$ cat config.mk
export PLATFORM = sky130hd
export DESIGN_NAME = lut_layer_sched
export DESIGN_NICKNAME = d
export VERILOG_FILES = /design/src/rtl/lut_layer_pkg.sv /design/src/rtl/lut_table_mem.sv /design/src/rtl/lut_layer_sched.sv
export SDC_FILE = /design/constraint.sdc
export NUM_CORES = 1
export LEC_CHECK = 0
export ABC_AREA = 0
export BUFFER_PORTS_ARGS = -buffer_cell sky130_fd_sc_hd__buf_4
export CAP_MARGIN = 5
export CORE_ASPECT_RATIO = 0.8
export CORE_MARGIN = 10
export CORE_UTILIZATION = 40
export CTS_CLUSTER_SIZE = 14
export DETAILED_ROUTE_END_ITERATION = 7
export GPL_TIMING_DRIVEN = 1
export PLACE_DENSITY = 0.86
export SKIP_LAST_GASP = 1
export SYNTH_ARGS = -nofsm -noshare
export SYNTH_HDL_FRONTEND = slang
export SYNTH_SLANG_ARGS = --single-unit
$ cat constraint.sdc
create_clock -name clk -period 1.91 [get_ports clk]
set_input_delay 0.0955 -clock clk [delete_from_list [all_inputs] [get_ports clk]]
set_output_delay 0.0955 -clock clk [all_outputs]
set_load 0.02 [all_outputs]
$ cat src/rtl/lut_layer_pkg.sv
`default_nettype none
// ============================================================================
// lut_layer_pkg : shared FSM state type and truth-table address helpers
// Revision      : 1.0
// ============================================================================
package lut_layer_pkg;

  // Wide enough for any practical neuron-count / fan-in combination.
  localparam int TBL_AW = 24;

  typedef enum logic [1:0] {
    IDLE  = 2'd0,
    RUN   = 2'd1,
    DRAIN = 2'd2,
    DONE  = 2'd3
  } state_t;

  typedef logic [TBL_AW-1:0] tbl_addr_t;

  function automatic tbl_addr_t tbl_base(input int neuron, input int fanin);
    return tbl_addr_t'(neuron) << fanin;
  endfunction

  function automatic tbl_addr_t pack_addr(input int neuron, input int idx, input int fanin);
    return tbl_base(neuron, fanin) | tbl_addr_t'(idx);
  endfunction

endpackage
`default_nettype wire

$ cat src/rtl/lut_table_mem.sv
`default_nettype none
// ============================================================================
// lut_table_mem : shared 1-bit truth-table store, registered read port,
//                 write port present only when LUT_CFG_EN is defined
// Revision      : 1.0
// ============================================================================
module lut_table_mem
  import lut_layer_pkg::*;
#(
  parameter int               DEPTH = 4096,
  parameter logic [DEPTH-1:0] INIT  = '0
) (
  input  logic      clk,
  input  logic      rst,
  input  tbl_addr_t rd_addr,
  output logic      rd_data
`ifdef LUT_CFG_EN
  ,
  input  logic      wr_en,
  input  tbl_addr_t wr_addr,
  input  logic      wr_data
`endif
);

  localparam int AW = (DEPTH > 1) ? $clog2(DEPTH) : 1;

  logic rd_ok;
  assign rd_ok = (rd_addr < tbl_addr_t'(DEPTH));

`ifdef LUT_CFG_EN
  logic [DEPTH-1:0] mem;
  logic             wr_ok;
  assign wr_ok = (wr_addr < tbl_addr_t'(DEPTH));

  // Reset reloads the boot image, so configuration writes do not survive rst.
  always_ff @(posedge clk) begin
    if (rst) begin
      mem     <= INIT;
      rd_data <= 1'b0;
    end else begin
      if (wr_en && wr_ok) mem[wr_addr[AW-1:0]] <= wr_data;
      rd_data <= rd_ok ? mem[rd_addr[AW-1:0]] : 1'b0;
    end
  end
`else
  always_ff @(posedge clk) begin
    if (rst) rd_data <= 1'b0;
    else     rd_data <= rd_ok ? INIT[rd_addr[AW-1:0]] : 1'b0;
  end
`endif

endmodule
`default_nettype wire

$ cat src/rtl/lut_layer_sched.sv
`default_nettype none
// ============================================================================
// lut_layer_sched : time-multiplexed LogicNets layer, one LUT neuron per cycle
//                   from a shared table; LUT_CFG_EN adds a runtime write port
// Revision        : 1.0
// ============================================================================
module lut_layer_sched
  import lut_layer_pkg::*;
#(
  parameter int IN_BITS   = 64,
  parameter int N_NEURONS = 16,
  parameter int FANIN     = 8,
  parameter logic [N_NEURONS*FANIN*$clog2(IN_BITS)-1:0] CONN_INIT  = '0,
  parameter logic [N_NEURONS*(2**FANIN)-1:0]            TABLE_INIT = '0
) (
  input  logic                 clk,
  input  logic                 rst,
  input  logic                 in_valid,
  output logic                 in_ready,
  input  logic [IN_BITS-1:0]   in_data,
  output logic                 out_valid,
  input  logic                 out_ready,
  output logic [N_NEURONS-1:0] out_data,
`ifdef LUT_CFG_EN
  input  logic                 cfg_we,
  output logic                 cfg_ready,
  input  logic [((N_NEURONS > 1) ? $clog2(N_NEURONS) : 1)+FANIN-1:0] cfg_addr,
  input  logic                 cfg_data,
`endif
  output logic                 busy
);

  localparam int IW    = $clog2(IN_BITS);
  localparam int NW    = (N_NEURONS > 1) ? $clog2(N_NEURONS) : 1;
  localparam int CW    = $clog2(N_NEURONS + 1);
  localparam int DEPTH = N_NEURONS * (2**FANIN);
  localparam logic [CW-1:0] LAST_CNT = CW'(N_NEURONS - 1);
  localparam logic [NW-1:0] LAST_N   = NW'(N_NEURONS - 1);

  state_t            state, state_nx;
  logic [CW-1:0]     cnt;
  logic [IN_BITS-1:0] vec_q;
  logic [FANIN-1:0]  gather;
  logic [IW-1:0]     sel;
  logic              a_v, b_v;
  logic [NW-1:0]     a_n, b_n;
  logic [FANIN-1:0]  a_idx;
  tbl_addr_t         rd_addr;
  logic              rd_data;

  always_comb begin
    state_nx  = state;
    in_ready  = 1'b0;
    out_valid = 1'b0;
    busy      = 1'b1;
    case (state)
      IDLE: begin
        in_ready = 1'b1;
        busy     = 1'b0;
        if (in_valid) state_nx = RUN;
      end
      RUN:     if (cnt == LAST_CNT) state_nx = DRAIN;
      DRAIN:   if (b_v && (b_n == LAST_N)) state_nx = DONE;
      DONE: begin
        out_valid = 1'b1;
        if (out_ready) state_nx = IDLE;
      end
      default: state_nx = IDLE;
    endcase
  end

  // Stage A: gather the neuron's fan-in bits; conn entry 0 lands in the LSB.
  always_comb begin
    gather = '0;
    sel    = '0;
    for (int j = 0; j < FANIN; j++) begin
      sel       = CONN_INIT[(int'(cnt[NW-1:0]) * FANIN + j) * IW +: IW];
      gather[j] = (int'(sel) < IN_BITS) ? vec_q[sel] : vec_q[0];
    end
  end

  assign rd_addr = pack_addr(int'(a_n), int'(a_idx), FANIN);

  always_ff @(posedge clk) begin
    if (rst) begin
      state    <= IDLE;
      cnt      <= '0;
      vec_q    <= '0;
      a_v      <= 1'b0;
      a_n      <= '0;
      a_idx    <= '0;
      b_v      <= 1'b0;
      b_n      <= '0;
      out_data <= '0;
    end else begin
      state <= state_nx;
      if (state == IDLE && in_valid) begin
        vec_q <= in_data;
        cnt   <= '0;
      end else if (state == RUN) begin
        cnt <= cnt + CW'(1);
      end
      a_v   <= (state == RUN);
      a_n   <= cnt[NW-1:0];
      a_idx <= gather;
      // b_* tags line up with the table's registered read data.
      b_v   <= a_v;
      b_n   <= a_n;
      if (b_v) out_data[b_n] <= rd_data;
    end
  end

`ifdef LUT_CFG_EN
  logic cfg_ready_q;

  always_ff @(posedge clk) begin
    if (rst) cfg_ready_q <= 1'b0;
    else     cfg_ready_q <= (state_nx == IDLE);
  end

  assign cfg_ready = cfg_ready_q;

  lut_table_mem #(
    .DEPTH (DEPTH),
    .INIT  (TABLE_INIT)
  ) u_table (
    .clk     (clk),
    .rst     (rst),
    .rd_addr (rd_addr),
    .rd_data (rd_data),
    .wr_en   (cfg_we && cfg_ready_q),
    .wr_addr (tbl_addr_t'(cfg_addr)),
    .wr_data (cfg_data)
  );
`else
  lut_table_mem #(
    .DEPTH (DEPTH),
    .INIT  (TABLE_INIT)
  ) u_table (
    .clk     (clk),
    .rst     (rst),
    .rd_addr (rd_addr),
    .rd_data (rd_data)
  );
`endif

endmodule
`default_nettype wire

# [Yosys cells after proc, flatten, opt, wreduce, memory -nomap -nowiden]
# Memory sizes are Yosys's and may differ from the RTL's. A register that Yosys moved wholly into a read port is not among the register bits.
# Index checks and enable logic that the tools add are counted.
[word_totals] output_inout_bits=19 inputBits=68 word_cells=90 reg_bits=105 rom_bits=4096 memories=1
[op_classes] mux=27 n_reduce_logical=7 magnitude_cmp=11 n_eq_ne=9 multipliers=8 shift=8 n_addsub=8 n_bitwise=2
[memory_table] name="(name not given)" depth=4096 word_bits=1 rd=1 rd_clocked_by_memory_dff=1 wr=0 line="lut_table_mem.sv:48" rtl="else rd_data <= rd_ok ? INIT[rd_addr[AW-1:0]] : 1'b0;"
[ops] cell="variable part select 768 x 12 -> 6 bit, first input constant" count=7
[ops] cell="variable part select 768 x 11 -> 6 bit, first input constant" count=1
[ops] cell="multiplier 8 x 2 -> 10 bit, second input constant" count=7
[ops] cell="< comparator 6 x 7 -> 1 bit, second input constant" count=8
[ops] cell="binary-select mux 1 bit (select 6 bit)" count=8
[ops] cell="adder 7 x 3 -> 8 bit, second input constant" count=4
[ops] cell="adder 7 x 2 -> 8 bit, second input constant" count=2
[ops] cell="bitwise mux 16 bit" count=1
[ops] cell="< comparator 12 x 13 -> 1 bit, second input constant" count=1
[ops] cell="2-to-1 mux 1 bit" count=12
[ops] cell="OR 12 x 8 -> 12 bit" count=1
[ops] cell="adder 7 x 1 -> 8 bit, second input constant" count=1
[ops] cell="2-to-1 mux 2 bit" count=4
[ops] cell="inequality test 2 bit, second input constant" count=4
[ops] cell="case mux 2 bit (4 select lines)" count=1
[ops] cell="multiplier 4 x 2 -> 6 bit, second input constant" count=1
[ops] cell="adder 5 x 1 -> 5 bit, second input constant" count=1
[ops] cell="equality test 5 x 4 -> 1 bit, second input constant" count=1
[ops] cell="< comparator 4 x 5 -> 1 bit, second input constant" count=1
[ops] cell="demux 1 bit (select 4 bit)" count=1
[ops] cell="equality test 2 bit, second input constant" count=2
[ops] cell="equality test 4 bit, second input constant" count=1
[ops] cell=">= comparator 4 x 1 -> 1 bit, second input constant" count=1
[ops] cell="AND reduction 4 bit" count=1
[ops] cell="other kinds (5)" count=8

# [Depth between registers and ports, before layout]
[depth] depth_word=5 ltp_mapped=7 depth_no_buf=7

# [Modules after synthesis]
# From an unflattened synthesis, not the netlist that was laid out.
[unflattened] cells_unflattened=161 hier_area_um2=1458.9
[modules_own_cells] module="lut_layer_sched" area_per_inst_um2=1447.6 seq_area_each_um2=700.7 n_inst=1 cells_per_inst=159
[modules_own_cells] module="lut_table_mem" area_per_inst_um2=11.3 seq_area_each_um2=0.0 n_inst=1 cells_per_inst=2

# [Worst setup path before layout]
# No wires, ideal clock.
[synth_path] path_type="reg-to-reg" start="reg state[0]" end="reg state[0]" n_path_buf=0 stages_incl_launch_ff=7 setup_time_ns=0.079 arrival_time_ns=1.442 slack_ns=0.388 cell_sequence="dfxtp_1 > inv_1 > ha_1 > inv_1 > o221ai_1 > a21o_1 > a211oi_2"
[synth_via] elab_chain_cells=3
[synth_rtl] element="start: declaration" line="lut_layer_sched.sv:40" rtl="state_t state, state_nx;"
[synth_rtl] element="start signal: assignment" line="lut_layer_sched.sv:96" rtl="state <= state_nx;"
[synth_rtl] element="equality test 2 bit, or another cell as far along" line="lut_layer_sched.sv:56" rtl="case (state)"
[synth_rtl] element="inequality test 2 bit (no line)"
[synth_rtl] element="AND reduction 4 bit (no line)"
# Parallel ways exist; a longest one is shown, timed or not.
# A chain may end at the register's enable or synchronous reset.

# [Final worst setup path]
[layout_path] start="reg cnt[0]" end="reg state[0]"
[layout_via] elab_chain_cells=3
[layout_rtl] element="start: declaration" line="lut_layer_sched.sv:41" rtl="logic [CW-1:0] cnt;"
[layout_rtl] element="start signal: assignment" line="lut_layer_sched.sv:101" rtl="cnt <= cnt + CW'(1);"
[layout_rtl] element="equality test 5 x 4 -> 1 bit" line="lut_layer_sched.sv:62" rtl="RUN: if (cnt == LAST_CNT) state_nx = DRAIN;"
[layout_rtl] element="inequality test 2 bit (no line)"
[layout_rtl] element="AND reduction 4 bit (no line)"
# Every way passes these cells.

==> results by stage <==
Pwr:
- Across the VDD grid, the largest voltage drop is 1.118 mV.
- Total power for the finished layout comes to 1.841 mW.
- In this run the power density over the cells is 1178 nW/µm².
- The leakage power is about 0.64 nW.

Timing:
- The count of final setup violators is 0.
- The max-slew violation count is 0.
- The worst hold margin is approximately 0.18 ns.
- For the pin with the worst max-slew slack, the measured transition is 0.2976 ns.
- The final setup TNS is 0 ns.
- The number of failing hold endpoints at the final stage was 0.
- The worst clock skew is 0.003587 ns.
- Setup repair after global routing left no endpoint under its margin.
- After layout, the worst path uses 84.75% of the clock period.
- The smallest clock period supported by the final layout is computed as 1.619 ns.
- In this run the tightest slew margin relative to its limit is 79.98%.
- The achievable frequency is 617.8 MHz.

Yosys:
- The count of synthesis-stage warnings from yosys is 0.
- Summing the sequential cell areas from Yosys gives 52.69% of the chip area.
- The post-synthesis area per instance is 10.28 µm².
- The summed instance area of the synthesized netlist is approximately 1300 µm².
- The net count after synthesis is between 150 and 200.
- The distinct cell type count after synthesis is 29.
- The cell count after synthesis came out at 122.
- The post-synthesis sequential element count is 33.

Critical path:
- The start-to-end type of the worst setup path is flop to flop.
- The largest stage delay on the critical path is 0.38 ns.
- For the worst setup path, the data required time is 2.11 ns.
- STA classifies the critical path startpoint as a flop.
- The critical path goes through ha_1 -> and3_1 -> ha_1 -> nand2b_1 -> o221ai_1 -> a21o_1 -> a211oi_2.
- In this run the worst path has a maximum fanout of 4.
- In this design, the critical path's most frequently occurring cell is sky130_fd_sc_hd__ha_1.
- At the worst endpoint, the arrival time is 1.82 ns.
- The buffers plus inverters on the worst setup path is 0.
- The endpoint class of the critical path is a flop.
- On the critical path, the stage with the largest delay is an instance of sky130_fd_sc_hd__dfxtp_1.
- Among cell families on the critical path, the largest total delay comes from compound AO/OA/AOI/OAI gates.

Global routing:
- The number of antenna violations at the first check in global routing came to 0.
- The first global-routing pass estimated 3898 µm of wire.
- The pin count of the biggest net entering global routing is 31.
- The number of global-route vias before repair is 921.
- For this run, the total global-route usage over all layers was measured as 8.666%.
- Global routing finished with a remaining overflow of 0.

Clocking:
- Counting the buffers created by CTS gives 5.
- The maximum buffer depth of the clock tree is 2.
- Buffers added to address setup during post-CTS repair amount to 0.
- After clock tree synthesis, the clock-pin slew on the worst setup and hold paths is 0.06 ns.
- The number of gates resized after cts is 0.
- The cell sitting at the root of the clock tree is a sky130_fd_sc_hd__clkbuf_8.
- The TritonCTS clock tree is yes.
- The total of hold buffers inserted after clock tree synthesis is 0.
- The number of sinks driven by the clock tree is 33.
- CTS built an H-tree with a depth of 2.
- For the worst-skew pair, the clock arrives at the later sink with an insertion delay of between 0.2 and 0.3 ns.

Routing:
- The routed length per instance is 12.57 µm.
- The total number of vias is 887.
- The total wire length is 2351 µm.
- The number of vias per cell is roughly 4.7.
- After detailed routing, the number of remaining DRC violations is 0.
- The first routing iteration left 52 violations.
- For this run, the detailed router's first-pass iteration total came to 4.
- The remaining antenna violation count after routing is 0.

Place:
- Summing all placed instances gives a cell area of ~1400 µm².
- Detailed placement finished with a half-perimeter wire length of 1766 µm.
- At the end of routability-driven placement, the weighted congestion stood at around 0.8.
- The count of buffers inserted at the top-level ports is 22.

Finish:
- The growth of design area from synthesis to finish is 24.65%.
- Summing all multi-input logic gate instances after layout gives about 550 µm².
- The sequential cell area is roughly 660 µm².
- The net count reported at finish is approximately 220.
- The number of diodes is 0.
- The number of fill cells is around 300.
- The final instance area is between 1500 and 2000 µm².
- Of the cells placed in the final design, the portion with a size suffix greater than 1 is 23.13%.

Die:
- The die covers 5787 µm².
- The vertical extent of the die is around 70 µm.
- The initial core utilization is 41.23%.
- Pin placement for this block handled 87 I/O pins.
- In this run the horizontal extent of the chip is 82.59 µm.
- The core region is 3040 µm².
- In this run the core area contains 18 standard-cell rows.

Run:
- The max-cap check violation count is 0.

Status:
- The flow ran to the end, and the final reports show no timing, DRC or antenna violations.

Hold path:
- The worst hold path belongs to the class primary input to flop.
[final timing paths]
kind	startpoint	endpoint	slack [ns]	depth (start not counted)
worst min register to register	a_n[0]$_SDFF_PP0_	b_n[0]$_SDFF_PP0_	0.43	1
worst min-delay path	rst	b_n[0]$_SDFF_PP0_	0.18	2
worst max register to register	cnt[0]$_SDFFE_PP0P_	state[0]$_SDFFE_PP0P_	0.29	7
worst max-delay path	cnt[0]$_SDFFE_PP0P_	state[0]$_SDFFE_PP0P_	0.29	7
[kinds of logic (layout without fill, tap and decap cells)]
| group | count (synthesis) | after routing | share of synthesized area [%] |
|---|---|---|---|
| xor+xnor | 3 | 3 | 2.096 |
| compound gates | 6 | 6 | 3.892 |
| buf+inv | 10 | 35 | 3.293 |
| fa+ha+maj | 7 | 7 | 6.986 |
| flops | 33 | 33 | 52.69 |
| simple gates | 61 | 61 | 29.44 |
| mux | 2 | 2 | 1.597 |
[registers in the layout, indices dropped and copies added, names as in the netlist]
| name | flops |
|---|---|
| b_v | 1 |
| a_n | 4 |
| out_data | 16 |
| cnt | 5 |
| a_v | 1 |
| state | 2 |
| b_n | 4 |
[final cells by class]
cell class	instances	area share (%)
clock buffer	7	5.524
clock inverter	1	1.922
inverter	5	1.201
multi-input combinational	79	35.31
sequential	33	42.27
tap	40	3.203
timing repair buffer	22	10.57
[worst reg2reg max path, delay by kind of cell (launching register included)]
kind	cells	cell delay, ns
AO/OA/AOI/OAI	3	0.58
adder cells (fa/ha/maj)	2	0.32
flip-flops	1	0.38
AND/OR/NAND/NOR	2	0.26
[synthesized netlist by cell type (all sizes together)]
cell | instances | share of area, %
nand2b | 5 | 2.5
nand3b | 2 | 1.2
xnor2 | 1 | 0.70
a21oi | 1 | 0.40
nor2b | 10 | 5.0
and3 | 1 | 0.50
o221ai | 1 | 0.70
nand3 | 1 | 0.80
or2b | 2 | 1.3
nor2 | 13 | 3.9
nand2 | 2 | 0.80
nor4 | 1 | 0.50
mux2i | 2 | 1.6
nor3 | 7 | 2.8
nand4 | 1 | 0.50
inv | 5 | 1.5
clkbuf | 4 | 1.2
and3b | 1 | 0.80
xor2 | 2 | 1.4
dfxtp | 33 | 53
buf | 1 | 0.60
ha | 7 | 7.0
or2 | 1 | 0.50
a21o | 2 | 1.2
a211oi | 2 | 1.6
nor3b | 14 | 8.4
[placed cells by master (no fill, tap or decap)]
cell type                   instances
sky130_fd_sc_hd__inv_1              5
sky130_fd_sc_hd__o221ai_1           1
sky130_fd_sc_hd__nand3b_1           2
sky130_fd_sc_hd__nand4_1            1
sky130_fd_sc_hd__a21o_1             2
sky130_fd_sc_hd__nand2b_1           5
sky130_fd_sc_hd__nand2_1            1
sky130_fd_sc_hd__and3_1             1
sky130_fd_sc_hd__buf_4             22
sky130_fd_sc_hd__ha_1               7
sky130_fd_sc_hd__xor2_1             2
sky130_fd_sc_hd__clkbuf_8           6
sky130_fd_sc_hd__or2_0              1
sky130_fd_sc_hd__a211oi_1           1
sky130_fd_sc_hd__xnor2_1            1
sky130_fd_sc_hd__nor2_1            13
sky130_fd_sc_hd__nor4_1             1
sky130_fd_sc_hd__nor3b_1           14
sky130_fd_sc_hd__or2b_1             1
sky130_fd_sc_hd__and3b_2            1
sky130_fd_sc_hd__a21oi_1            1
sky130_fd_sc_hd__mux2i_1            2
sky130_fd_sc_hd__dfxtp_1           33
sky130_fd_sc_hd__or2b_2             1
sky130_fd_sc_hd__nand3_2            1
sky130_fd_sc_hd__nor2b_1           10
sky130_fd_sc_hd__a211oi_2           1
sky130_fd_sc_hd__clkbuf_1           1
sky130_fd_sc_hd__nor3_1             7
sky130_fd_sc_hd__bufinv_16          1
sky130_fd_sc_hd__nand2_2            1
[stage by stage]
stage	util, %	setup WS [ns]	cells
after floorplan	-	0.3884	122
after global placement	47.57	0.3718	179
after detailed placement	47.57	0.3011	179
after CTS	51.40	0.2676	187
after global routing	51.40	0.1689	187
final	51.40	0.2913	187
[power breakdown]
group	total (mW)	internal (mW)	leakage, nW	switching [mW]
combinational	0.398	0.171	0.316	0.227
sequential	0.779	0.738	0.267	0.0407
clock	0.664	0.425	0.0585	0.239
[metal layers]
layer  GRT usage (%)  wire length, µm  up-vias
li1                -                -      454
met1           9.225             1037      406
met2           13.46             1054       24
met3           4.220              229        3
met4           5.009               29        0
met5               0                0        -
Power figures use the tool's default switching activity.
